[src/rtl/cskipa_arbiter.sv]
// cskipa_arbiter: round-robin arbiter feeding a two-stage pipeline that
// shares one 16-bit carry-skip adder among NREQ requesters. The result port
// carries the 17-bit sum and the index of the requester that produced it.

// CSkipA_16b: 16-bit carry-skip adder built from four 4-bit ripple blocks.
module CSkipA_16b (
    input  logic [15:0] a_i,
    input  logic [15:0] b_i,
    output logic [16:0] sum_o
);

    logic [15:0] sumBits;
    logic        carry;
    logic        blockIn;
    logic        blockProp;
    logic        bitProp;

    // Ripple inside each block; when every bit of a block propagates, the
    // block's incoming carry skips straight to its output.
    always_comb begin
        sumBits   = '0;
        carry     = 1'b0;
        blockIn   = 1'b0;
        blockProp = 1'b0;
        bitProp   = 1'b0;
        for (int blk = 0; blk < 4; blk++) begin
            blockIn   = carry;
            blockProp = 1'b1;
            for (int k = 0; k < 4; k++) begin
                bitProp              = a_i[4*blk+k] ^ b_i[4*blk+k];
                sumBits[4*blk+k]     = bitProp ^ carry;
                carry                = (a_i[4*blk+k] & b_i[4*blk+k]) | (bitProp & carry);
                blockProp            = blockProp & bitProp;
            end
            if (blockProp) begin
                carry = blockIn;
            end
        end
        sum_o = {carry, sumBits};
    end

endmodule

module cskipa_arbiter #(
    parameter int NREQ = 4,
    parameter int IDW  = $clog2(NREQ)
) (
    input  logic                 clk,
    input  logic                 rst_n,
    input  logic [NREQ-1:0]      req_valid_i,
    output logic [NREQ-1:0]      req_ready_o,
    input  logic [16*NREQ-1:0]   req_a_i,
    input  logic [16*NREQ-1:0]   req_b_i,
    output logic                 res_valid_o,
    input  logic                 res_ready_i,
    output logic [16:0]          res_sum_o,
    output logic [IDW-1:0]       res_id_o
);

    // Round-robin pointer: index searched first in the next arbitration
    logic [IDW-1:0] rrPtr_q, rrPtr_d;

    // Stage 1: registered operands of the granted requester
    logic           s1Valid_q, s1Valid_d;
    logic [15:0]    s1A_q, s1A_d;
    logic [15:0]    s1B_q, s1B_d;
    logic [IDW-1:0] s1Id_q, s1Id_d;

    // Stage 2: registered result presented on the output port
    logic           resValid_q;
    logic [16:0]    resSum_q;
    logic [IDW-1:0] resId_q;

    logic           s2Load;
    logic           s1Load;
    logic           grantValid;
    logic [IDW-1:0] grantIdx;
    int             cand;
    logic [16:0]    adderSum;

    assign s2Load = ~resValid_q | res_ready_i;
    assign s1Load = ~s1Valid_q | s2Load;

    // Pick the first requester at or above rrPtr_q (wrapping); no grant when
    // stage 1 cannot accept or while reset is held.
    always_comb begin
        grantValid = 1'b0;
        grantIdx   = '0;
        cand       = 0;
        for (int k = 0; k < NREQ; k++) begin
            cand = int'(rrPtr_q) + k;
            if (cand >= NREQ) begin
                cand = cand - NREQ;
            end
            if (!grantValid && req_valid_i[cand]) begin
                grantValid = 1'b1;
                grantIdx   = IDW'(cand);
            end
        end
        grantValid  = grantValid & s1Load & rst_n;
        req_ready_o = grantValid ? (NREQ'(1) << grantIdx) : '0;
    end

    // Next-state for the pointer and stage 1, driven by the grant decision
    always_comb begin
        rrPtr_d   = rrPtr_q;
        s1Valid_d = s1Valid_q;
        s1A_d     = s1A_q;
        s1B_d     = s1B_q;
        s1Id_d    = s1Id_q;
        if (s1Load) begin
            s1Valid_d = grantValid;
        end
        if (grantValid) begin
            s1A_d  = req_a_i[16*int'(grantIdx) +: 16];
            s1B_d  = req_b_i[16*int'(grantIdx) +: 16];
            s1Id_d = grantIdx;
            if (int'(grantIdx) == NREQ - 1) begin
                rrPtr_d = '0;
            end else begin
                rrPtr_d = grantIdx + IDW'(1);
            end
        end
    end

    // Register the pointer and stage 1
    always_ff @(posedge clk or negedge rst_n) begin
        if (!rst_n) begin
            rrPtr_q   <= '0;
            s1Valid_q <= 1'b0;
            s1A_q     <= '0;
            s1B_q     <= '0;
            s1Id_q    <= '0;
        end else begin
            rrPtr_q   <= rrPtr_d;
            s1Valid_q <= s1Valid_d;
            s1A_q     <= s1A_d;
            s1B_q     <= s1B_d;
            s1Id_q    <= s1Id_d;
        end
    end

    CSkipA_16b u_adder (
        .a_i   (s1A_q),
        .b_i   (s1B_q),
        .sum_o (adderSum)
    );

    // Stage 2 takes the adder output whenever it is free or being drained
    always_ff @(posedge clk or negedge rst_n) begin
        if (!rst_n) begin
            resValid_q <= 1'b0;
            resSum_q   <= '0;
            resId_q    <= '0;
        end else if (s2Load) begin
            resValid_q <= s1Valid_q;
            if (s1Valid_q) begin
                resSum_q <= adderSum;
                resId_q  <= s1Id_q;
            end
        end
    end

    assign res_valid_o = resValid_q;
    assign res_sum_o   = resSum_q;
    assign res_id_o    = resId_q;

endmodule

[config.mk]
export PLATFORM = sky130hd
export DESIGN_NAME = cskipa_arbiter
export DESIGN_NICKNAME = d
export VERILOG_FILES = /design/src/rtl/cskipa_arbiter.sv
export SDC_FILE = /design/constraint.sdc
export NUM_CORES = 1
export LEC_CHECK = 0
export BUFFER_PORTS_ARGS = -buffer_cell sky130_fd_sc_hd__buf_4
export CORE_MARGIN = 4
export CORE_UTILIZATION = 45
export DETAILED_ROUTE_END_ITERATION = 10
export PLACE_DENSITY = 0.76
export SYNTH_ARGS = -nofsm -noshare
export SYNTH_HDL_FRONTEND = slang
export SYNTH_SLANG_ARGS = --single-unit
export TNS_END_PERCENT = 50
[constraint.sdc]
create_clock -name clk -period 8.98 [get_ports clk]
set_input_delay 1.796 -clock clk [delete_from_list [all_inputs] [get_ports clk]]
set_output_delay 1.796 -clock clk [all_outputs]
set_load 0.05 [all_outputs]
# ---- Word-level counts from Yosys, hierarchy flattened
# Cells that the tools add are included.
dict set report word_totals {
  register_bits 57
  word_cells 160
  mem_bits_ro 0
  out_inout_bits 24
  memories 0
  latchBits 0
  ramBits 0
  in_bits 135
}
dict set report classes {
  n_addsub 8
  div 0
  mul 0
  magnitude_cmp 8
  reduce_logical 7
  eq_ne 1
  shifts 3
  n_bitwise 95
  mux 30
}
# cell n
set ops {}
lappend ops {{< comparator 32 x 4 -> 1 bit (second input constant)} 4}
lappend ops {{2-to-1 mux 32 bit} 4}
lappend ops {{indexed part select 64 x 7 -> 16 bit} 2}
lappend ops {{AND 1 bit} 45}
lappend ops {{bitwise XOR 1 bit} 31}
lappend ops {{bitwise OR 1 bit} 17}
lappend ops {{2-to-1 mux 1 bit} 16}
lappend ops {{subtractor 3 x 3 -> 4 bit (second input constant)} 3}
lappend ops {{2-to-1 mux 2 bit} 5}
lappend ops {{greater-or-equal comparator 3 bit (second input constant)} 3}
lappend ops {{binary-select mux 1 bit (select 2 bit)} 4}
lappend ops {{adder 2 x 2 -> 3 bit (second input constant)} 2}
lappend ops {{2-to-1 mux 4 bit} 1}
lappend ops {{left shift 1 x 2 -> 4 bit (first input constant)} 1}
lappend ops {{subtractor 2 x 3 -> 4 bit (second input constant)} 1}
lappend ops {{adder 2 x 1 -> 3 bit (second input constant)} 1}
lappend ops {{greater-or-equal comparator 2 x 3 -> 1 bit (second input constant)} 1}
lappend ops {{logical AND 1 bit} 3}
lappend ops {{zero test 1 bit} 3}
lappend ops {{adder 2 x 1 -> 2 bit (second input constant)} 1}
lappend ops {{== test 2 x 1 -> 1 bit (second input constant)} 1}
lappend ops {{inverter 1 bit} 2}
lappend ops {{AND reduction 2 bit} 1}

# ---- Longest topological paths before layout
# Gate-level depths: netlist of the first run.
dict set report logic_depth {
  ltp_word 35
  mapped_depth 24
  ltp_nobuf 24
}

# ---- Modules after synthesis
# From an unflattened synthesis of the first run, not the netlist that was laid out.
dict set report hier_totals {
  hier_cells 311
  hier_area_um2 3779.9
}
# module instances cells_per_inst area_each_um2 seq_area_each_um2
set by_module_without_submodules {}
lappend by_module_without_submodules {cskipa_arbiter 1 261 3164.3 1426.4}
lappend by_module_without_submodules {CSkipA_16b 1 50 615.6 0.0}

# ---- Least setup slack after synthesis of the first run
# Ideal clock, no wire load.
dict set report synth_timing {
  path_kind {register to register}
  from {register s1A_q[0]}
  to {register resSum_q[15] (netlist: res_sum_o[15])}
  arrival_time_ns 6.939
  required_ns 8.896
  synth_period_minus_slack_ns 7.023
  slack_ns 1.957
  path_buffers 0
  path_stages_with_launch 24
  setup_ns 0.084
  cell_sequence {dfrtp_1 -> ha_1 -> fa_1 -> fa_1 -> fa_1 -> inv_1 -> a41oi_1 -> fa_1 -> fa_1 -> fa_1 -> fa_1 -> mux2_2 -> fa_1 -> fa_1 -> fa_1 -> fa_1 -> nor2b_1 -> nor2_1 -> fa_1 -> fa_1 -> fa_1 -> inv_1 -> fa_1 -> o21ai_0}
}
dict set report synth_via {
  elab_chain_len 33
  elab_cells_between_ends 37
  cone_classes {3 x mux; 34 x bitwise}
}
# element line
set synth_lines {}
lappend synth_lines {{start: declaration} 65} ;# logic [15:0] s1A_q, s1A_d;
lappend synth_lines {{start signal: assignment} 131} ;# s1A_q <= '0;
lappend synth_lines {{start signal: assignment} 137} ;# s1A_q <= s1A_d;
lappend synth_lines {{AND 1 bit (2 in series)} 32} ;# carry = (a_i[4*blk+k] & b_i[4*blk+k]) | (bitProp & carry);
lappend synth_lines {{bitwise OR 1 bit} 32}
lappend synth_lines {{AND 1 bit} 32}
lappend synth_lines {{bitwise OR 1 bit} 32}
lappend synth_lines {{AND 1 bit} 32}
lappend synth_lines {{bitwise OR 1 bit} 32}
lappend synth_lines {{2-to-1 mux 1 bit *} 35} ;# if (blockProp) begin
lappend synth_lines {{AND 1 bit} 32}
lappend synth_lines {{(+16 left out)} n/a}
lappend synth_lines {{2-to-1 mux 1 bit *} 35}
lappend synth_lines {{AND 1 bit *} 32}
lappend synth_lines {{bitwise OR 1 bit *} 32}
lappend synth_lines {{AND 1 bit *} 32}
lappend synth_lines {{bitwise OR 1 bit *} 32}
lappend synth_lines {{AND 1 bit *} 32}
lappend synth_lines {{bitwise OR 1 bit *} 32}
lappend synth_lines {{bitwise XOR 1 bit *} 31} ;# sumBits[4*blk+k] = bitProp ^ carry;
lappend synth_lines {{end signal: assignment} 158} ;# resSum_q <= adderSum;
lappend synth_lines {{end: declaration} 71} ;# logic [16:0] resSum_q;
# Every way passes the cells marked *; elsewhere a longest branch is shown, timed or not.
# A chain may end at the register's enable or synchronous reset.

# ---- Worst setup path in the final report of the first run
# Same ends and word-level chain as after synthesis.

==> metrics.md, run 1 <==
| Metric | Value |
|---|---|
| Die height | `98.1 um` |
| Worst R2R Setup Slack | `1.54 ns` |
| DRC viols | `0` |
| Overall Global Routing Usage | `19.5%` |
| Worst VDD drop | `0.000116 V` |
| Clock group share of total power | `13.4%` |
| Clock Tree Buf Depth | `2` |
| Post-synthesis compound-gate area fraction | `10.1%` |
| # diodes | `0` |
| Critical Path RT | `9.21 ns` |
| Nets | `633` |
| Share of cells above drive strength 1 | `42.2%` |
| Post-layout min period | `7.44 ns` |
| Routed length per instance | `16.5 um` |
| Register share of total power | `31.6%` |
| Adder-Cell Fraction of Synth Area | `15.1%` |
| CTS clk-pin slew, worst paths | `0.06 ns` |
| I/O Buffers | `158` |
| Critical path launch point type | `flip-flop` |
| Most frequent cell after synthesis | `mux2i_1` |
| Post-synthesis mux area share | `23.1%` |
| Normalized max-slew margin | `18.3%` |
| R2R Path Start | `s1A_q[0]` |
| Top cell type's share of synthesized area | `39.0%` |
| Post-synthesis sequential area ratio | `39.0%` |
| GPL Wtd Cong | `0.788` |
| Die width | `98.1 um` |
| # clock sinks | `57` |
| Post-route ant nets | `0` |
| Ratio of total power to cell area | `308 mW/mm^2` |
| Synth Instances | `310` |
| Drt first pass iters | `4` |
| IO Count | `159` |
| #FFs+latches synth | `57` |
| Reg2reg path depth | `23` |
| Pin count of the biggest net entering global routing | `60` |
| Row cnt | `32` |
| Post-route clock period utilization | `82.9%` |
| Status | `finished, final reports clean` |
| Total CTS buffers | `9` |
| Postcts setup bufs | `0` |
| Leakage | `2.51 nW` |
| Worst clock skew | `0.00577 ns` |
| YS warnings | `0` |
| Drt first-iter violations | `106` |
| Hold path startpoint | `res_sum_o[15]` |
| MaxCap Viol Count | `0` |
| Final wirelength | `9370 um` |
| Routed vias | `2998` |
| RR Endpoint | `res_sum_o[15]` |
| Post-Synth XOR/XNOR Area | `0%` |
| Min-Delay Endpoint | `res_sum_o[15]` |
| Switching share of power | `43.7%` |
| Post-CTS sizing | `0` |
| Final Hold Fails | `0` |
| CP endpoint kind | `flip-flop` |
| RSZ-0062 raised after global routing | `no` |
| Setup CP Type | `flip-flop to flip-flop` |
| Hold Crit Class | `flip-flop to flip-flop` |
| Core area | `0.00781 mm^2` |
| Vias in the first global route | `3179` |
| Setup violators final | `0` |
| Fmax | `134 MHz` |
| Area delta synth->final | `37.6%` |
| Largest area contributor in the netlist | `dfrtp_1` |
| Number of synthesized flops with an enable pin | `0` |
| Top post-synthesis cells by area | `dfrtp_1, mux2i_1, fa_1, o221ai_1, ha_1` |
| Post-detail-place hpwl | `7200 um` |
| CTS tree | `built` |
| Total gr overflow | `0` |
| Final total power | `0.00155 W` |
| Worst-Margin Slew | `1.22 ns` |
| Die area | `0.00962 mm^2` |
| Max Slew Vio Count | `0` |
| First-pass GRT wire length | `15100 um` |
| Hold buffer count at cts | `0` |
| Ys flop type | `dfrtp_1` |
| H-tree Lvls | `3` |
| Pint | `0.000871 W` |
| Root buf cell | `clkbuf_8` |
| Hold depth | `2` |
| Largest family of logic cells by synthesized area | `multiplexers` |
| Post-Syn Area | `0.00365 mm^2` |
| Vias per Instance | `5.29` |
| Comb pwr share | `55.0%` |
| Clock latency at the later pin of the worst-skew pair | `0.33 ns` |
| Post-synth ARST share | `100%` |
| Syn Area/Cell | `11.8 um^2` |
| Syn Nets | `480` |
| Most frequent cells after synthesis | `mux2i_1, dfrtp_1, nand2_1` |
| Synth Area in Simple Gates | `8.53%` |
| Initial antenna violation count | `0` |
| Crit path max fanout | `2` |
| Initial core utilization | `46.8%` |
| Net Sw Power | `0.000675 W` |
| Synth unique cells | `33` |
| Post-Route Setup TNS | `0 ns` |
| Crit path DAT | `7.67 ns` |
final cells by class:
class	count	area, um^2
clock buffer	13	169
fill	656	2780
inverter	6	22.5
multi-input combinational	228	2070
sequential	57	1430
tap	102	128
timing repair buffer	161	1210
flip-flops by register name, indices dropped and copies added (netlist names):
| name | count |
|---|---|
| res_sum_o | 17 |
| s1A_q | 16 |
| s1B_q | 16 |
| res_id_o | 2 |
| rrPtr_q | 2 |
| s1Id_q | 2 |
| res_valid_o | 1 |
| s1Valid_q | 1 |
layout by cell type (no fill, tap or decap):
cell / netlist / final
o21a_1: 2 / 2
ha_1: 20 / 20
mux2i_1: 64 / 64
o21ai_0: 2 / 2
nand2_2: 1 / 1
nand2b_1: 4 / 4
or4_1: 1 / 1
o31ai_1: 1 / 1
inv_2: 2 / 2
buf_4: 1 / 161
dfrtp_1: 57 / 57
o221ai_1: 32 / 32
nor3_4: 1 / 1
or3_1: 1 / 1
mux2_2: 18 / 18
nor2b_1: 5 / 5
clkbuf_1: 3 / 1
a21oi_2: 1 / 1
nand3_1: 2 / 2
a21oi_1: 2 / 2
o32a_1: 1 / 1
nor2_1: 3 / 3
nand4_1: 3 / 3
fa_1: 15 / 15
o21ai_1: 2 / 2
inv_1: 4 / 4
nand2_1: 41 / 41
a2bb2oi_1: 1 / 1
clkbuf_8: 0 / 12
and2_1: 4 / 4
a41oi_1: 1 / 1
critical path, cell delays in order (launching register included):
cell,delay [ns]
dfrtp_1,0.38
ha_1,0.21
fa_1,0.40
fa_1,0.39
fa_1,0.37
inv_1,0.07
a41oi_1,0.06
fa_1,0.43
fa_1,0.39
fa_1,0.39
fa_1,0.36
mux2_2,0.32
fa_1,0.40
fa_1,0.40
fa_1,0.39
fa_1,0.36
nor2b_1,0.17
nor2_1,0.09
fa_1,0.39
fa_1,0.39
fa_1,0.37
inv_1,0.08
fa_1,0.39
o21ai_0,0.15
power groups by stage:
stage	combinational (W)	sequential [W]	clock, W
2_1_floorplan	0.000476	0.000619	0
3_3_place_gp	0.000834	0.000486	0
3_5_place_dp	0.000862	0.000495	0
4_1_cts	0.000865	0.000491	0.000215
5_1_grt	0.000945	0.000508	0.000226
6_report	0.000850	0.000489	0.000208
cells by family (layout without fill, tap and decap cells):
logic type,after synthesis,in the layout
buffers and inverters,25,180
DFF,57,57
AOI/OAI and AO/OA,45,45
adders and majority gates,35,35
and+or+nand+nor,66,66
muxes,82,82
worst max-delay path by stage:
stage | from | end | slack, ns | cells past startpoint
floorplan | s1A_q[0] | res_sum_o[15] | 1.96 | 23
global placement | s1A_q[0] | res_sum_o[15] | 1.72 | 23
global route | s1A_q[0] | res_sum_o[15] | 1.22 | 23
detailed placement | s1A_q[0] | res_sum_o[15] | 1.57 | 23
CTS | s1A_q[0] | res_sum_o[15] | 1.53 | 23
finish | s1A_q[0] | res_sum_o[15] | 1.54 | 23
stage by stage:
step | setup slack, ns | hold slack, ns | util [%] | cells | area (um^2)
2_1_floorplan | 1.96 | 0.452 | - | 310 | 3650
3_3_place_gp | 1.72 | 0.468 | 62.2 | 554 | 4860
3_5_place_dp | 1.57 | 0.473 | 62.2 | 554 | 4860
4_1_cts | 1.53 | 0.487 | 64.4 | 567 | 5030
5_1_grt | 1.22 | 0.503 | 64.4 | 567 | 5030
6_report | 1.54 | 0.479 | 64.4 | 567 | 5030
routing by layer:
metal,global-route usage (%),vias to the layer above,share of wire [%]
li1,-,1444,-
met5,0,-,0
met2,36.0,97,55
met3,3.07,8,4.9
met1,22.6,1449,39
met4,7.24,0,1.0
No activity file was read; power rests on OpenSTA's default activity.
==> run 2, diff against run 1 <==
clock period = 7.7 ns   (was 8.98 ns; I/O delays follow)
==> run 2 against run 1 <==
Worst hold slack better by 0.0093 ns. Routed wire length increased by 0.19%. Cell area is 0.15% higher. Via count rose by 1.2%. Combinational power increased by 17%. Sequential power is 16% higher. Flip-flop and latch count unchanged. Non-clock buffer count did not move. First-iteration DRC count down 19%. Clock skew is 0.00075 ns higher. Total power is 17% higher. Global-route usage is 0.51 points higher.
==> metrics.md, run 2 (synthesis gave the netlist of run 1 again) <==
| Metric | Value |
|---|---|
| GPL Wtd Cong | `0.781 (-0.84%)` |
| Drt first pass iters | `4 (unchanged)` |
| Vias in the first global route | `3244 (+2.0%)` |
| Pin count of the biggest net entering global routing | `60 (unchanged)` |
| IO Count | `159 (unchanged)` |
| Leakage | `2.51 nW (-0.16%)` |
| Post-layout min period | `7.39 ns (-0.0489 ns)` |
| Die width | `98.1 um (unchanged)` |
| RSZ-0062 raised after global routing | `no` |
| Critical path launch point type | `flip-flop` |
| # clock sinks | `57 (unchanged)` |
| H-tree Lvls | `3 (unchanged)` |
| Drt first-iter violations | `86 (-19%)` |
| Die height | `98.1 um (unchanged)` |
| Crit path max fanout | `2 (unchanged)` |
| Status | `finished, final reports clean` |
| Row cnt | `32 (unchanged)` |
| I/O Buffers | `158 (unchanged)` |
| Initial antenna violation count | `0 (unchanged)` |
| Hold Crit Class | `flip-flop to flip-flop` |
| Final Hold Fails | `0 (unchanged)` |
| Max Slew Vio Count | `0 (unchanged)` |
| Share of cells above drive strength 1 | `42.8% (+0.65 points)` |
| Total gr overflow | `0 (unchanged)` |
| Overall Global Routing Usage | `20.0% (+0.51 points)` |
| Area delta synth->final | `37.8%` |
| Critical Path RT | `7.93 ns (-1.28 ns)` |
| Root buf cell | `clkbuf_8` |
| # diodes | `0 (unchanged)` |
| Setup violators final | `0 (unchanged)` |
| Max reg flops | `17 (unchanged)` |
| Clock Tree Buf Depth | `2 (unchanged)` |
| Total CTS buffers | `9 (unchanged)` |
| Post-route clock period utilization | `96.0% (+13 points)` |
| MaxCap Viol Count | `0 (unchanged)` |
| Crit path DAT | `7.63 ns (-0.04 ns)` |
| Worst-Margin Slew | `1.17 ns (-0.0473 ns)` |
| CTS clk-pin slew, worst paths | `0.06 ns (about the same)` |
| Placed Cells | `554 (unchanged)` |
| Routed vias | `3034 (+1.2%)` |
| CTS tree | `built` |
| Fmax | `135 MHz (+0.66%)` |
| Post-Route Setup TNS | `0 ns (unchanged)` |
| Normalized max-slew margin | `21.5% (+3.2 points)` |
| Hold buffer count at cts | `0 (unchanged)` |
| First-pass GRT wire length | `15500 um (+2.5%)` |
| Commonest non-fill, non-tap cell in the layout | `buf_4` |
| Worst VDD drop | `0.000175 V (+51%)` |
| Final non-filler cell total | `567 (unchanged)` |
| Ratio of total power to cell area | `359 mW/mm^2 (+17%)` |
| Core area | `0.00781 mm^2 (unchanged)` |
| Clock latency at the later pin of the worst-skew pair | `0.34 ns (about the same)` |
| Initial core utilization | `46.8% (unchanged)` |
| Routed length per instance | `16.6 um (+0.19%)` |
| Most frequent cells in the layout | `buf_4, mux2i_1, dfrtp_1, nand2_1, o221ai_1` |
| Post-route ant nets | `0 (unchanged)` |
| Setup CP Type | `flip-flop to flip-flop` |
| Final total power | `0.00181 W (+17%)` |
| Vias per Instance | `5.35 (+1.2%)` |
| Nets | `633 (unchanged)` |
| Die area | `0.00962 mm^2 (unchanged)` |
| Worst clock skew | `0.00652 ns (+0.000747 ns)` |
| CP endpoint kind | `flip-flop` |
| Postcts setup bufs | `0 (unchanged)` |
| DRC viols | `0 (unchanged)` |
| Post-detail-place hpwl | `7180 um (-0.31%)` |
| Final wirelength | `9390 um (+0.19%)` |
[run 2: worst paths after layout]
path / startpoint / end / slack (ns) / depth (start not counted)
min in group asynchronous: rst_n / s1B_q[9] / 1.25 / 1
min: s1Id_q[1] / s1Id_q[1] / 0.49 / 1
max in group asynchronous: rst_n / s1B_q[3] / 5.97 / 1
max: s1A_q[0] / res_sum_o[15] / 0.31 / 23
max reg2reg: s1A_q[0] / res_sum_o[15] / 0.31 / 23
min reg2reg: s1Id_q[1] / s1Id_q[1] / 0.49 / 1
[run 2: routing by layer]
metal	up-vias	routed length [um]	GRT usage (%)
met5	-	0	0
met4	0	121	5.11
met3	12	521	5.36
met2	95	5140	36.5
met1	1496	3610	23.1
li1	1431	-	-
[run 2: layout make-up]
class / instances / area, um^2
flip-flops and latches: 57 / 1430
fillers: 661 / 2770
repair buffers: 161 / 1210
multi-input cells: 228 / 2080
inverters: 6 / 22.5
well taps: 102 / 128
clock buffers: 13 / 169
[run 2: stage by stage]
step                hold WS (ns)  cell area, um^2  util, %  setup slack, ns
global placement           0.469             4860     62.2            0.438
detailed placement         0.484             4860     62.2            0.142
global route               0.517             5040     64.5           0.0486
CTS                        0.495             5030     64.4            0.125
floorplan                  0.452             3650        -            0.677
finish                     0.488             5040     64.5            0.306
[run 2: worst max-delay path: stages, from the launching register on]
cell     delay, ns
dfrtp_1       0.38
ha_1          0.21
fa_1          0.40
fa_1          0.40
fa_1          0.38
inv_1         0.07
a41oi_1       0.07
fa_2          0.42
fa_1          0.40
fa_2          0.37
fa_1          0.36
mux2_2        0.32
fa_2          0.36
fa_1          0.39
fa_1          0.39
fa_1          0.37
nor2b_1       0.14
nor2_1        0.08
fa_1          0.39
fa_1          0.39
fa_1          0.36
inv_1         0.07
fa_1          0.41
o21ai_1       0.16
[run 2: report_power, final]
group	total [W]	internal (W)	leakage, nW	switching (W)
sequential	0.000569	0.000442	0.690	0.000127
combinational	0.000994	0.000438	1.73	0.000556
clock	0.000246	0.000138	0.0875	0.000108
[run 2: what timing repair did]
item | CTS | global route
resized for setup | 0 | 4
hold endpoints to repair | 0 | 0
endpoints found under the setup margin | 0 | 2
==> run 3, diff against run 2 <==
REMOVE_ABC_BUFFERS = 1   (was default)
==> run 3 against run 2 <==
Critical path depth is the same. Total power shrank 1.1%. Via count shrank 2.6%. First-iteration DRC count shrank 19%. Clock power is essentially flat. Critical path type unchanged. Register-to-register slack is essentially flat. Global-route usage shrank 0.79 points. Flip-flop and latch count is the same. Combinational power shrank 1%.
==> metrics.md, run 3 (synthesis gave the netlist of run 1 again) <==
| Metric | Value |
|---|---|
| Post-layout min period | `7.40 ns (+0.00893 ns)` |
| Area delta synth->final | `37.7% (about the same)` |
| Fmax | `135 MHz (-0.12%)` |
| Overall Global Routing Usage | `19.2% (-0.79 points)` |
| CTS tree | `built` |
| Crit path max fanout | `2 (unchanged)` |
| Root buf cell | `clkbuf_8` |
| Critical Path End | `res_sum_o[15]` |
| Final Hold Fails | `0 (unchanged)` |
| Nets | `632 (-0.16%)` |
| Clock Tree Buf Depth | `2 (unchanged)` |
| Worst clock skew | `0.00598 ns (-0.000538 ns)` |
| Max stage delay on crit path | `0.40 ns (-0.02 ns)` |
| Worst VDD drop | `0.000167 V (-4.5%)` |
| Critical Path, Cell by Cell | `ha_1 -> fa_1 -> fa_1 -> fa_1 -> inv_1 -> a41oi_1 -> fa_2 -> fa_1 -> fa_1 -> fa_1 -> mux2_2 -> fa_1 -> fa_1 -> fa_1 -> fa_1 -> nor2b_2 -> nor2_1 -> fa_1 -> fa_1 -> fa_1 -> inv_1 -> fa_1 -> o21ai_0` |
| Initial core utilization | `46.8% (unchanged)` |
| Die width | `98.1 um (unchanged)` |
| Initial antenna violation count | `0 (unchanged)` |
| GPL Wtd Cong | `0.807 (+3.3%)` |
| RSZ-0062 raised after global routing | `no` |
| Die area | `0.00962 mm^2 (unchanged)` |
| Drt first-iter violations | `70 (-19%)` |
| Total CTS buffers | `9 (unchanged)` |
| Multi-input gate area | `0.00208 mm^2 (+0.12%)` |
| Most frequent cells in the layout | `buf_4, mux2i_1, dfrtp_1, nand2_1, o221ai_1` |
| Routed length per instance | `16.0 um (-3.3%)` |
| Setup violators final | `0 (unchanged)` |
| Critical Path RT | `7.93 ns (about the same)` |
| Routed vias | `2956 (-2.6%)` |
| Reg2reg path depth | `23 (unchanged)` |
| H-tree Lvls | `3 (unchanged)` |
| Leakage | `2.51 nW (+0.12%)` |
| Most frequent CP cell | `fa_1` |
| # clock sinks | `57 (unchanged)` |
| CP endpoint kind | `flip-flop` |
| M2 GR Usage | `34.9% (-1.6 points)` |
| First-pass GRT wire length | `14900 um (-3.8%)` |
| MaxCap Viol Count | `0 (unchanged)` |
| Total gr overflow | `0 (unchanged)` |
| Layout fillers | `642 (-2.9%)` |
| Critical path launch point type | `flip-flop` |
| Share of cells above drive strength 1 | `42.7% (-0.12 points)` |
| DRC viols | `0 (unchanged)` |
| IO Count | `159 (unchanged)` |
| Worst R2R Setup Slack | `0.30 ns (about the same)` |
| Setup CP Type | `flip-flop to flip-flop` |
| Post-detail-place hpwl | `6870 um (-4.3%)` |
| Critical Path Source | `s1A_q[0]` |
| Clock latency at the later pin of the worst-skew pair | `0.33 ns (about the same)` |
| GRT met1 Usage | `21.8% (-1.4 points)` |
| Postcts setup bufs | `0 (unchanged)` |
| Normalized max-slew margin | `22.7% (+1.3 points)` |
| Crit path DAT | `7.63 ns (about the same)` |
| Post-route ant nets | `0 (unchanged)` |
| Die height | `98.1 um (unchanged)` |
| Pin count of the biggest net entering global routing | `60 (unchanged)` |
| Hold_ws | `0.494 ns (+0.00542 ns)` |
| Hold Crit Class | `flip-flop to flip-flop` |
| Drt first pass iters | `4 (unchanged)` |
| Post-route clock period utilization | `96.1% (+0.12 points)` |
| CTS clk-pin slew, worst paths | `0.06 ns (about the same)` |
| Slowest-stage cell, CP | `fa_1` |
| Vias per Instance | `5.22 (-2.4%)` |
| # diodes | `0 (unchanged)` |
| Ratio of total power to cell area | `355 mW/mm^2 (-1.0%)` |
| Row cnt | `32 (unchanged)` |
| CP delay by family, top | `adder cells` |
| Gr busiest metal | `met2` |
| Vias in the first global route | `3194 (-1.5%)` |
| Worst-Margin Slew | `1.16 ns (-0.0188 ns)` |
| Commonest non-fill, non-tap cell in the layout | `buf_4` |
| Sequential cell area | `0.00143 mm^2 (unchanged)` |
| Max reg flops | `17 (unchanged)` |
| Post-Route Setup TNS | `0 ns (unchanged)` |
| Buf/Inv on CP | `2 (unchanged)` |
| Core area | `0.00781 mm^2 (unchanged)` |
| I/O Buffers | `158 (unchanged)` |
| Status | `finished, final reports clean` |
| R2R Path Start | `s1A_q[0]` |
| Max Slew Vio Count | `0 (unchanged)` |
| M3 GR Usage | `6.29% (+0.93 points)` |
| RR Endpoint | `res_sum_o[15]` |
| Final wirelength | `9070 um (-3.4%)` |
| Stages on worst setup path | `23 (unchanged)` |
-- run 3: worst min-delay path by stage --
stage / startpoint / endpoint / slack [ns] / cells past startpoint
floorplan: s1Id_q[0] / s1Id_q[0] / 0.45 / 2
global placement: s1Id_q[0] / s1Id_q[0] / 0.46 / 2
detailed placement: s1Id_q[1] / s1Id_q[1] / 0.48 / 1
CTS: s1Id_q[1] / s1Id_q[1] / 0.50 / 1
global route: res_sum_o[10] / res_sum_o[10] / 0.52 / 1
finish: s1Id_q[1] / s1Id_q[1] / 0.49 / 1
-- run 3: what timing repair did --
item,CTS,global route
hold buffers,0,0
resized for setup,0,2
endpoints found under the setup margin,0,1
-- run 3: power breakdown --
part / total, W / switching [W] / internal [W]
clock: 0.000244 / 0.000107 / 0.000138
combinational: 0.000980 / 0.000546 / 0.000434
sequential: 0.000563 / 0.000121 / 0.000442
-- run 3: layer usage --
metal / wire length, um / part of all wire [%] / vias up
met4: 84 / 0.93 / 0
met3: 577 / 6.4 / 9
met1: 3520 / 39 / 1419
met2: 4890 / 54 / 93
met5: 0 / 0 / -
li1: - / - / 1435
-- run 3: cell type report --
class | instances | area share (%)
Tap cell | 102 | 2.54
Sequential cell | 57 | 28.4
Clock buffer | 13 | 3.36
Multi-Input combinational cell | 228 | 41.4
Inverter | 6 | 0.448
Timing Repair Buffer | 160 | 23.9
-- run 3: worst register-to-register path, delay by kind of cell (launching register included) --
| family | cells | cell delay [ns] |
|---|---|---|
| DFF | 1 | 0.38 |
| buffers and inverters | 2 | 0.14 |
| and+or+nand+nor | 2 | 0.20 |
| muxes | 1 | 0.31 |
| adders and majority gates | 16 | 6.05 |
| AOI/OAI and AO/OA | 2 | 0.21 |
-- run 3: per-stage QoR --
step | worst slack (ns) | util [%] | cells | total power (W) | instance area [um^2]
after detailed placement | 0.225 | 62.2 | 553 | 0.00156 | 4860
after floorplan | 0.668 | - | 291 | 0.00126 | 3520
after CTS | 0.209 | 64.4 | 566 | 0.00181 | 5030
final | 0.297 | 64.4 | 566 | 0.00179 | 5030
after global placement | 0.425 | 62.2 | 553 | 0.00152 | 4860
after global routing | 0.0328 | 64.4 | 566 | 0.00195 | 5030
